**src/rtl/multiword_add_pkg.sv**
```systemverilog
// Shared types and helpers for the multi-word adder sequencer.
// Holds the slice width, the FSM state type and the slice-index width helper.
package multiword_add_pkg;

    localparam int unsigned SLICE_W = 16;

    typedef enum logic [1:0] {
        IDLE,
        ADD_AB,
        ADD_CIN,
        DONE
    } state_e;

    // Keep at least one index bit so WORDS=1 still has a legal vector.
    function automatic int unsigned idx_width(input int unsigned words);
        return (words > 1) ? $clog2(words) : 1;
    endfunction

endpackage

```
**src/rtl/multiword_add_sequencer.sv**
```systemverilog
// Runs a WORDS x 16-bit add on one shared external 16-bit adder, LSB slice first.
// Optional macro MULTIWORD_ADD_SKIP_ZERO_CARRY_EN skips the carry pass when the carry-in is 0.
module multiword_add_sequencer
    import multiword_add_pkg::*;
#(
    parameter int unsigned WORDS = 4
) (
    input  logic                       clk_i,
    input  logic                       rst_i,
    input  logic                       in_valid_i,
    output logic                       in_ready_o,
    input  logic [SLICE_W*WORDS-1:0]   op_a_i,
    input  logic [SLICE_W*WORDS-1:0]   op_b_i,
    output logic                       out_valid_o,
    input  logic                       out_ready_i,
    output logic [SLICE_W*WORDS-1:0]   sum_o,
    output logic                       carry_o,
    output logic [SLICE_W-1:0]         adder_a_o,
    output logic [SLICE_W-1:0]         adder_b_o,
    input  logic [SLICE_W:0]           adder_sum_i
);

    localparam int unsigned W     = SLICE_W * WORDS;
    localparam int unsigned IDX_W = idx_width(WORDS);
    localparam logic [IDX_W-1:0] LAST_IDX = IDX_W'(WORDS - 1);

    state_e           r_state;
    state_e           w_state_next;
    logic [W-1:0]     r_a;
    logic [W-1:0]     r_b;
    logic [W-1:0]     r_res;
    logic [W-1:0]     r_sum;
    logic             r_carry;
    logic [IDX_W-1:0] r_idx;
    logic             r_c1;
    logic             r_cy;

    logic             w_accept;
    logic             w_last;
    logic             w_skip;
    logic [W-1:0]     w_res_next;

    assign w_accept = in_valid_i & in_ready_o;
    assign w_last   = (r_idx == LAST_IDX);

`ifdef MULTIWORD_ADD_SKIP_ZERO_CARRY_EN
    assign w_skip = ~r_cy;
`else
    assign w_skip = 1'b0;
`endif

    // Result register with the current slice replaced by the adder output.
    always_comb begin
        w_res_next = r_res;
        w_res_next[r_idx*SLICE_W +: SLICE_W] = adder_sum_i[SLICE_W-1:0];
    end

    always_ff @(posedge clk_i or posedge rst_i) begin
        if (rst_i) begin
            r_state <= IDLE;
        end else begin
            r_state <= w_state_next;
        end
    end

    always_comb begin
        w_state_next = r_state;
        unique case (r_state)
            IDLE:    if (w_accept) w_state_next = ADD_AB;
            ADD_AB: begin
                if (!w_skip)     w_state_next = ADD_CIN;
                else if (w_last) w_state_next = DONE;
                else             w_state_next = ADD_AB;
            end
            ADD_CIN: w_state_next = w_last ? DONE : ADD_AB;
            DONE:    if (out_ready_i) w_state_next = IDLE;
            default: w_state_next = IDLE;
        endcase
    end

    always_comb begin
        in_ready_o  = (r_state == IDLE);
        out_valid_o = (r_state == DONE);
        adder_a_o   = '0;
        adder_b_o   = '0;
        unique case (r_state)
            ADD_AB: begin
                adder_a_o = r_a[r_idx*SLICE_W +: SLICE_W];
                adder_b_o = r_b[r_idx*SLICE_W +: SLICE_W];
            end
            ADD_CIN: begin
                adder_a_o = r_res[r_idx*SLICE_W +: SLICE_W];
                adder_b_o = {{(SLICE_W-1){1'b0}}, r_cy};
            end
            default: ;
        endcase
    end

    always_ff @(posedge clk_i or posedge rst_i) begin
        if (rst_i) begin
            r_a     <= '0;
            r_b     <= '0;
            r_res   <= '0;
            r_sum   <= '0;
            r_carry <= 1'b0;
            r_idx   <= '0;
            r_c1    <= 1'b0;
            r_cy    <= 1'b0;
        end else begin
            unique case (r_state)
                IDLE: begin
                    if (w_accept) begin
                        r_a   <= op_a_i;
                        r_b   <= op_b_i;
                        r_res <= '0;
                        r_idx <= '0;
                        r_c1  <= 1'b0;
                        r_cy  <= 1'b0;
                    end
                end
                ADD_AB: begin
                    r_res <= w_res_next;
                    r_c1  <= adder_sum_i[SLICE_W];
                    if (w_skip) begin
                        r_cy <= adder_sum_i[SLICE_W];
                        if (w_last) begin
                            r_sum   <= w_res_next;
                            r_carry <= adder_sum_i[SLICE_W];
                        end else begin
                            r_idx <= r_idx + 1'b1;
                        end
                    end
                end
                ADD_CIN: begin
                    r_res <= w_res_next;
                    // A+B and partial+carry can never both carry out.
                    r_cy  <= r_c1 | adder_sum_i[SLICE_W];
                    if (w_last) begin
                        r_sum   <= w_res_next;
                        r_carry <= r_c1 | adder_sum_i[SLICE_W];
                    end else begin
                        r_idx <= r_idx + 1'b1;
                    end
                end
                default: ;
            endcase
        end
    end

    assign sum_o   = r_sum;
    assign carry_o = r_carry;

endmodule

```
**config.mk**
```make
export PLATFORM = sky130hd
export DESIGN_NAME = multiword_add_sequencer
export DESIGN_NICKNAME = d
export VERILOG_FILES = /design/src/rtl/multiword_add_pkg.sv /design/src/rtl/multiword_add_sequencer.sv
export SDC_FILE = /design/constraint.sdc
export NUM_CORES = 1
export LEC_CHECK = 0
export CORE_MARGIN = 2
export CORE_UTILIZATION = 47
export DETAILED_ROUTE_END_ITERATION = 6
export PLACE_DENSITY = 0.77
export SKIP_LAST_GASP = 1
export SYNTH_ARGS = -nofsm -noshare
export SYNTH_HDL_FRONTEND = slang
export SYNTH_SLANG_ARGS = --single-unit
```
**constraint.sdc**
```tcl
create_clock -name clk_i -period 9.1 [get_ports clk_i]
set_input_delay 2.275 -clock clk_i [delete_from_list [all_inputs] [get_ports clk_i]]
set_output_delay 2.275 -clock clk_i [all_outputs]
set_load 0.1 [all_outputs]
```
# ---- Word level (Yosys, flattened, before mapping)
# Cells that the tools add are included.
dict set report word_totals {
  ff_bits 263
  latch_bits 0
  ramBits 0
  romBits 0
  inputBits 149
  mem_count 0
}
dict set report op_classes {
  n_addsub 2
  n_mul 0
  div_mod_pow 0
  order_cmp 0
  eq_ne 7
  shift 5
  muxes 15
  bitwise 2
  reduce_logical 12
}
# cell count
set op_table {}
lappend op_table {{64-bit by 7-bit indexed part select with 16-bit output} 3}
lappend op_table {{64-bit one-hot mux with 2 select lines} 1}
lappend op_table {{64-bit bitwise mux} 1}
lappend op_table {{64-bit 2-to-1 mux} 1}
lappend op_table {{16-bit one-hot mux with 2 select lines} 2}
lappend op_table {{16-bit by 34-bit variable shift with 64-bit output, first input constant} 1}
lappend op_table {{16-bit by 34-bit indexed part select with 64-bit output} 1}
lappend op_table {{6-bit negator with 34-bit output} 1}
lappend op_table {{2-bit AND reduction} 6}
lappend op_table {{2-bit 2-to-1 mux} 5}
lappend op_table {{2-bit one-hot mux with 4 select lines} 1}
lappend op_table {{2-bit == test, second input constant} 3}
lappend op_table {{2-bit nonzero test} 3}
lappend op_table {{2-bit by 1-bit != test with 1-bit output, second input constant} 2}
lappend op_table {{1-bit one-hot mux with 2 select lines} 2}
lappend op_table {{2-bit one-hot mux with 2 select lines} 1}
lappend op_table {{3-bit AND reduction} 1}
lappend op_table {{2-bit by 1-bit adder with 2-bit output, second input constant} 1}
lappend op_table {{2-bit by 1-bit == test with 1-bit output, second input constant} 1}
lappend op_table {{2-bit zero test} 1}
lappend op_table {{2-bit != test, second input constant} 1}
lappend op_table {{2-bit OR reduction} 1}
lappend op_table {{1-bit bitwise AND} 1}
lappend op_table {{1-bit 2-to-1 mux} 1}
lappend op_table {{1-bit OR} 1}

# ---- Longest topological paths before layout
# Gate-level depths: netlist of run 1.
dict set report logic_depth {
  ltp_word 4
  depth_mapped 11
  depth_no_buf 6
}

# ---- Worst setup path before layout of run 1
# No wires, ideal clock.
dict set report synth_timing {
  kind {reg-to-output}
  startpoint {reg r_state[0]}
  endpoint {out adder_a_o[10]}
  arrival_ns 3.526
  path_slack_ns 3.299
  path_stages_with_launch 8
  n_path_buf 2
  path_cell_list {dfrtp_1 > inv_1 > ha_1 > buf_4 > buf_4 > mux2_2 > o22ai_1 > a211oi_1}
}
dict set report synth_between {
  elab_chain_len 2
  elab_cells_between_ends 3
}
# item line_no
set synth_lines {}
lappend synth_lines {{start, declared} multiword_add_sequencer.sv:27} ;# state_e r_state;
lappend synth_lines {{start signal, assigned} multiword_add_sequencer.sv:62} ;# r_state <= w_state_next;
lappend synth_lines {{2-bit == test / 2-bit by 1-bit == test with 1-bit output (equally long branches)} multiword_add_sequencer.sv:86} ;# unique case (r_state)
lappend synth_lines {{16-bit one-hot mux with 2 select lines (*)} multiword_add_sequencer.sv:86}
lappend synth_lines {{end, declared} multiword_add_sequencer.sv:18} ;# output logic [SLICE_W-1:0] adder_a_o,
# Mark *: on every way between the ends. The rest lies on a longest branch, timed or not.

# ---- Worst setup path in the final report of run 1
dict set report layout_timing {
  startpoint {reg r_state[0]}
  endpoint {out adder_a_o[8]}
}
# The elaborated chain is that of the path after synthesis.

==> metrics.txt, run 1 <==
WL final=33,300 µm; syn nets=1,118; setup tns final=0 ns; Core Util, Final=0.6157; Final min period=6.202 ns; worst-path maximum fanout=56; main combinational cell family by area after synthesis=multiplexers; Syn Area/Cell=12.74 µm²; core area=25,330 µm²; Site Rows=58; Nets=1,327; synth unique cells=37; sequential share of the synthesized area=0.5394; top-area cell type share of the netlist area=0.5394; clock sink count=263; Setup crit start kind=flop; CP top delay family=buffers and inverters; complex-gate fraction of the synthesized area=0.1248; starting density of the core=0.4818; CTS Hold Bufs=0; grt ovf=0; Vias/cell=5.827; Hold Path Class=flop to flop; cts repair resizes=0; Synth Register Bits=263; H-Tree Depth=1; port bufs=247; mux contribution to synthesized area=0.2088; Setup violations, final=0; Die ar.=27,270 µm²; largest area contributor in the netlist=dfrtp_1; Highest Clock Rate=161.2 MHz; Pre-antenna DRT Iters=5; crit path max-delay cell type=clkdlybuf4s50_1; Wirelength per Cell=21.94 µm; # DRC=0; area of the multi-input gates=5134 µm²; Gate Count Post-Synth=958; worst slew pin tran=1.097 ns; Critical Path End Type=output pin; Area contributors post-synth=dfrtp_1 54%, mux2_2 13%, o2bb2ai_1 4.6%; vias in the first global route=8,923; gpl congestion=0.8889; fin crit share=0.6816; area taken by flip-flops and latches=6583 µm²; num ports=248; Initial DRC Count=748; adder-cell area share of the yosys netlist=0.01128; CP Buf/Inv Count=3; outcome=completed; WS Path Type=flop to output pin; clk_lat worst skew=0.55 ns; total CTS buffers=27; Slew headroom=0.2662; Critical Path Max Stage Delay=1.22 ns; clk slew on worst S/H paths=0.06 ns; RSZ-0062 raised after global routing=false; first-pass GRT wire length=52,230 µm; Clock Tree Buf Depth=3; Die Span Y=165.1 µm; XOR/XNOR share of the synthesized area=0; Tot GR Track Use=0.2491; die width=165.1 µm; Final ANT Viol Nets=0; critical path cell sequence=inv_1 -> ha_2 -> buf_4 -> mux4_2 -> o22ai_1 -> a211oi_1 -> clkdlybuf4s50_1; initial antenna violation count=2; Fin. Hold Viols=0; largest net degree at the start of global routing=184; fillers=2,017; Max Cap Viol=0; Area growth syn-to-layout=27.81%; synthesized cell area=12,200 µm²; Synthesis Warnings=0; max-slew violation count=0; Vias=8,845; share of cells above drive strength 1=0.1971; CTS tree=yes; Setup Buffers After CTS=0; Worst EP required=6.83 ns; simple-gate portion of the synthesized area=0.07486; root buffer cell=clkbuf_16; clk_skew=0.02634 ns; HPWL after detailed placement=23,490 µm; CP arrival=3.93 ns
==> registers in the layout, summed over array words and instances (netlist names) <==
name and flops:
r_state 2, r_res 64, r_idx 2, r_b 64, r_c1 1, r_cy 1, carry_o 1, r_a 64
sum_o 64
==> cells in the mapped netlist (all sizes together) <==
library cell and number:
dfrtp 263, mux2 145, a21oi 98, nor2 88
o2bb2ai 64, buf 54, nor2b 48, mux4 32
nand2 21, clkbuf 18, a211oi 16, a221oi 16
mux2i 16, o22ai 16, and3 14, ha 11
inv 9, o21ai 9, a22o 4, and4 4
nand4 4, and2 2, nand3 2, a31oi 1
a32o 1, and2b 1, nand2b 1
==> metrics by stage <==
step	setup slack, ns	cells	hold slack (ns)	area, µm²
after global placement	3.534	1468	0.4739	14690
after CTS	2.888	1517	0.4896	15590
after detailed placement	3.451	1468	0.4761	14690
final	2.898	1518	0.4861	15600
after global routing	2.786	1517	0.5140	15590
after floorplan	3.299	958	0.4621	12210
==> metal layers <==
metal,track usage,vias up,share of wire
met2,0.3739,390,0.45
met1,0.3613,4445,0.43
li1,-,3945,-
met4,0.06719,0,0.025
met5,0,-,0
met3,0.06494,65,0.091
==> layout make-up <==
cell class / count / share of cell area
Timing Repair Buffer: 252 / 0.1617
Multi-Input combinational cell: 614 / 0.3292
Clock buffer: 38 / 0.04918
Tap cell: 330 / 0.02648
Antenna cell: 1 / 0.0001605
Sequential cell: 263 / 0.4221
Clock inverter: 11 / 0.008745
Inverter: 9 / 0.002407
==> tightest hold or removal path, delay by kind of cell (launching register included) <==
family           cells  cell delay [ns]
AND/OR/NAND/NOR      1             0.04
flip-flops           1             0.34
AO/OA/AOI/OAI        1             0.06
==> worst paths after layout <==
| check | from | to | slack, ns | cells after the start |
|---|---|---|---|---|
| max reg2reg | r_idx[1] | r_res[37] | 5.75 | 3 |
| min reg2reg | carry_o | carry_o | 0.49 | 2 |
| min | carry_o | carry_o | 0.49 | 2 |
| max in group asynchronous | rst_i | r_a[52] | 5.14 | 4 |
| min in group asynchronous | rst_i | sum_o[13] | 2.36 | 3 |
| max | r_state[0] | adder_a_o[8] | 2.90 | 7 |
==> kinds of logic after synthesis <==
logic type | count (synthesis)
buffers and inverters | 81
DFF | 263
AOI/OAI and AO/OA | 225
and+or+nand+nor | 185
adders and majority gates | 11
muxes | 193
==> placed cells by master, fill, tap and decap left out, drive strengths merged <==
cell / count
nand2b: 1
a211oi: 16
buf: 5
nand2: 21
nand3: 2
bufinv: 3
nor2: 88
a22o: 4
nor2b: 48
clkinvlp: 2
ha: 11
and2b: 1
and4: 4
o22ai: 16
dfrtp: 263
mux2i: 16
and3: 14
o21ai: 9
a32o: 1
nand4: 4
a221oi: 16
o2bb2ai: 64
a31oi: 1
mux2: 145
mux4: 32
clkbuf: 38
and2: 2
clkinv: 6
a21oi: 98
diode: 1
clkdlybuf4s50: 247
inv: 9
Power of run 1 is not shown: default switching activity piles up to over one toggle a cycle in this logic, so the estimate is an artifact.
==> inputs of run 2 (changes only) <==
clock period = 5.43 ns   (was 9.1 ns; I/O delays follow)
==> run 2 against run 1 <==
Compared with the run above: utilization hardly changed; first-iteration DRC count increased by 3.1%; sequential share of layout area barely moved; worst setup slack lost 2.2 ns; hold slack better by 0.013 ns; critical endpoint is now adder_b_o[14]; largest cell class unchanged; via count fell by 1.3%; register-to-register slack got worse by 3.8 ns; global-route usage down 0.55 points; clock skew down 0.015 ns; clock-buffer cell count is 1 higher.
==> metrics.txt, run 2 (synthesized netlist as in run 1, its figures left out) <==
outcome=completed; Area growth syn-to-layout=27.84%; clk_skew=0.01137 ns; Final ANT Viol Nets=0; clk_lat worst skew=0.54 ns; clk slew on worst S/H paths=0.07 ns; max-slew violation count=0; Die Span Y=165.1 µm; setup tns final=0 ns; CTS Hold Bufs=0; final instance area=15,600 µm²; Slew headroom=0.2829; Tot GR Track Use=0.2436; Hold Path Class=flop to flop; total CTS buffers=27; Max Cap Viol=0; worst-path maximum fanout=40; Wirelength per Cell=21.60 µm; RR Startpoint=r_idx[1]; initial antenna violation count=2; H-Tree Depth=1; Setup Buffers After CTS=0; Initial DRC Count=771; CTS tree=yes; first-pass GRT wire length=51,080 µm; Site Rows=58; Setup crit start kind=flop; Clock Tree Buf Depth=3; Core Util, Final=0.6159; HPWL after detailed placement=23,160 µm; CP arrival=3.35 ns; Worst EP required=4.07 ns; Setup crit start=r_idx[1]; commonest non-fill, non-tap cell in the layout=dfrtp_1; Setup violations, final=0; Vias=8,731; dpl cell area=14,680 µm²; share of cells above drive strength 1=0.2113; cts repair resizes=0; hold path start=r_a[31]; starting density of the core=0.4818; Nets=1,328; Fin. Hold Viols=0; area of the multi-input gates=5134 µm²; root buffer cell=clkbuf_16; RSZ-0062 raised after global routing=false; Final min period=4.711 ns; die width=165.1 µm; grt ovf=0; clock sink count=263; fillers=1,985; WS Path Type=flop to output pin; worst slew pin tran=1.076 ns; gpl congestion=0.8670; vias in the first global route=8,852; largest net degree at the start of global routing=132; Highest Clock Rate=212.3 MHz; fin crit share=0.8675; port bufs=247; most frequent cells in the layout=262 x dfrtp_1, 229 x clkdlybuf4s50_1, 145 x mux2_2; Pre-antenna DRT Iters=5; core area=25,330 µm²; area taken by flip-flops and latches=6583 µm²; Critical Path End Type=output pin; Vias/cell=5.744; # DRC=0; Die ar.=27,270 µm²; WL final=32,830 µm; num ports=248
## run 2: cell types whose count changed in the layout (fill, tap and decap cells not counted)
cell,previous run,this run
clkdlybuf4s50_1,247,229
buf_4,4,21
buf_12,1,3
clkbuf_1,6,8
clkinv_2,6,4
bufinv_16,3,4
clkbuf_8,5,4
diode_2,1,2
## run 2: path summary, 6_finish.rpt
kind / endpoint / slack [ns] / depth (start not counted)
min in group asynchronous: sum_o[11] / 1.26 / 2
max in group asynchronous: r_b[14] / 3.10 / 3
setup reg to reg: r_res[52] / 1.93 / 3
hold / removal: r_a[31] / 0.50 / 1
hold reg to reg: r_a[31] / 0.50 / 1
setup / recovery: adder_b_o[14] / 0.72 / 3
## run 2: layout make-up
class,count,area share
Inverter,9,0.002406
Multi-Input combinational cell,614,0.3291
Clock inverter,10,0.01003
Timing Repair Buffer,253,0.1609
Sequential cell,263,0.4220
Antenna cell,2,0.0003208
Tap cell,330,0.02647
Clock buffer,39,0.04877
## run 2: layer usage
metal | up-vias | wire, µm | part of all wire | GRT usage
met5 | - | 0 | 0 | 0
met2 | 383 | 14820 | 0.45 | 0.3621
met4 | 0 | 720 | 0.022 | 0.07115
li1 | 3943 | - | - | -
met3 | 49 | 3207 | 0.098 | 0.07443
met1 | 4356 | 14080 | 0.43 | 0.3468
## run 2: critical path: stages, from the launching register on
cell,delay (ns)
dfrtp_2,1.08
mux4_2,0.37
and3_1,0.20
clkdlybuf4s50_1,1.15
## run 2: stage by stage
step                      worst slack, ns  hold WS, ns  std cells
final                              0.7194       0.4992       1520
after global routing               0.6181       0.5082       1519
after CTS                          0.7095       0.4993       1518
after detailed placement            1.296       0.4855       1469
after global placement              1.313       0.4685       1469
after floorplan                    0.5467       0.4621        958
Power of run 2 is left out for the same reason.
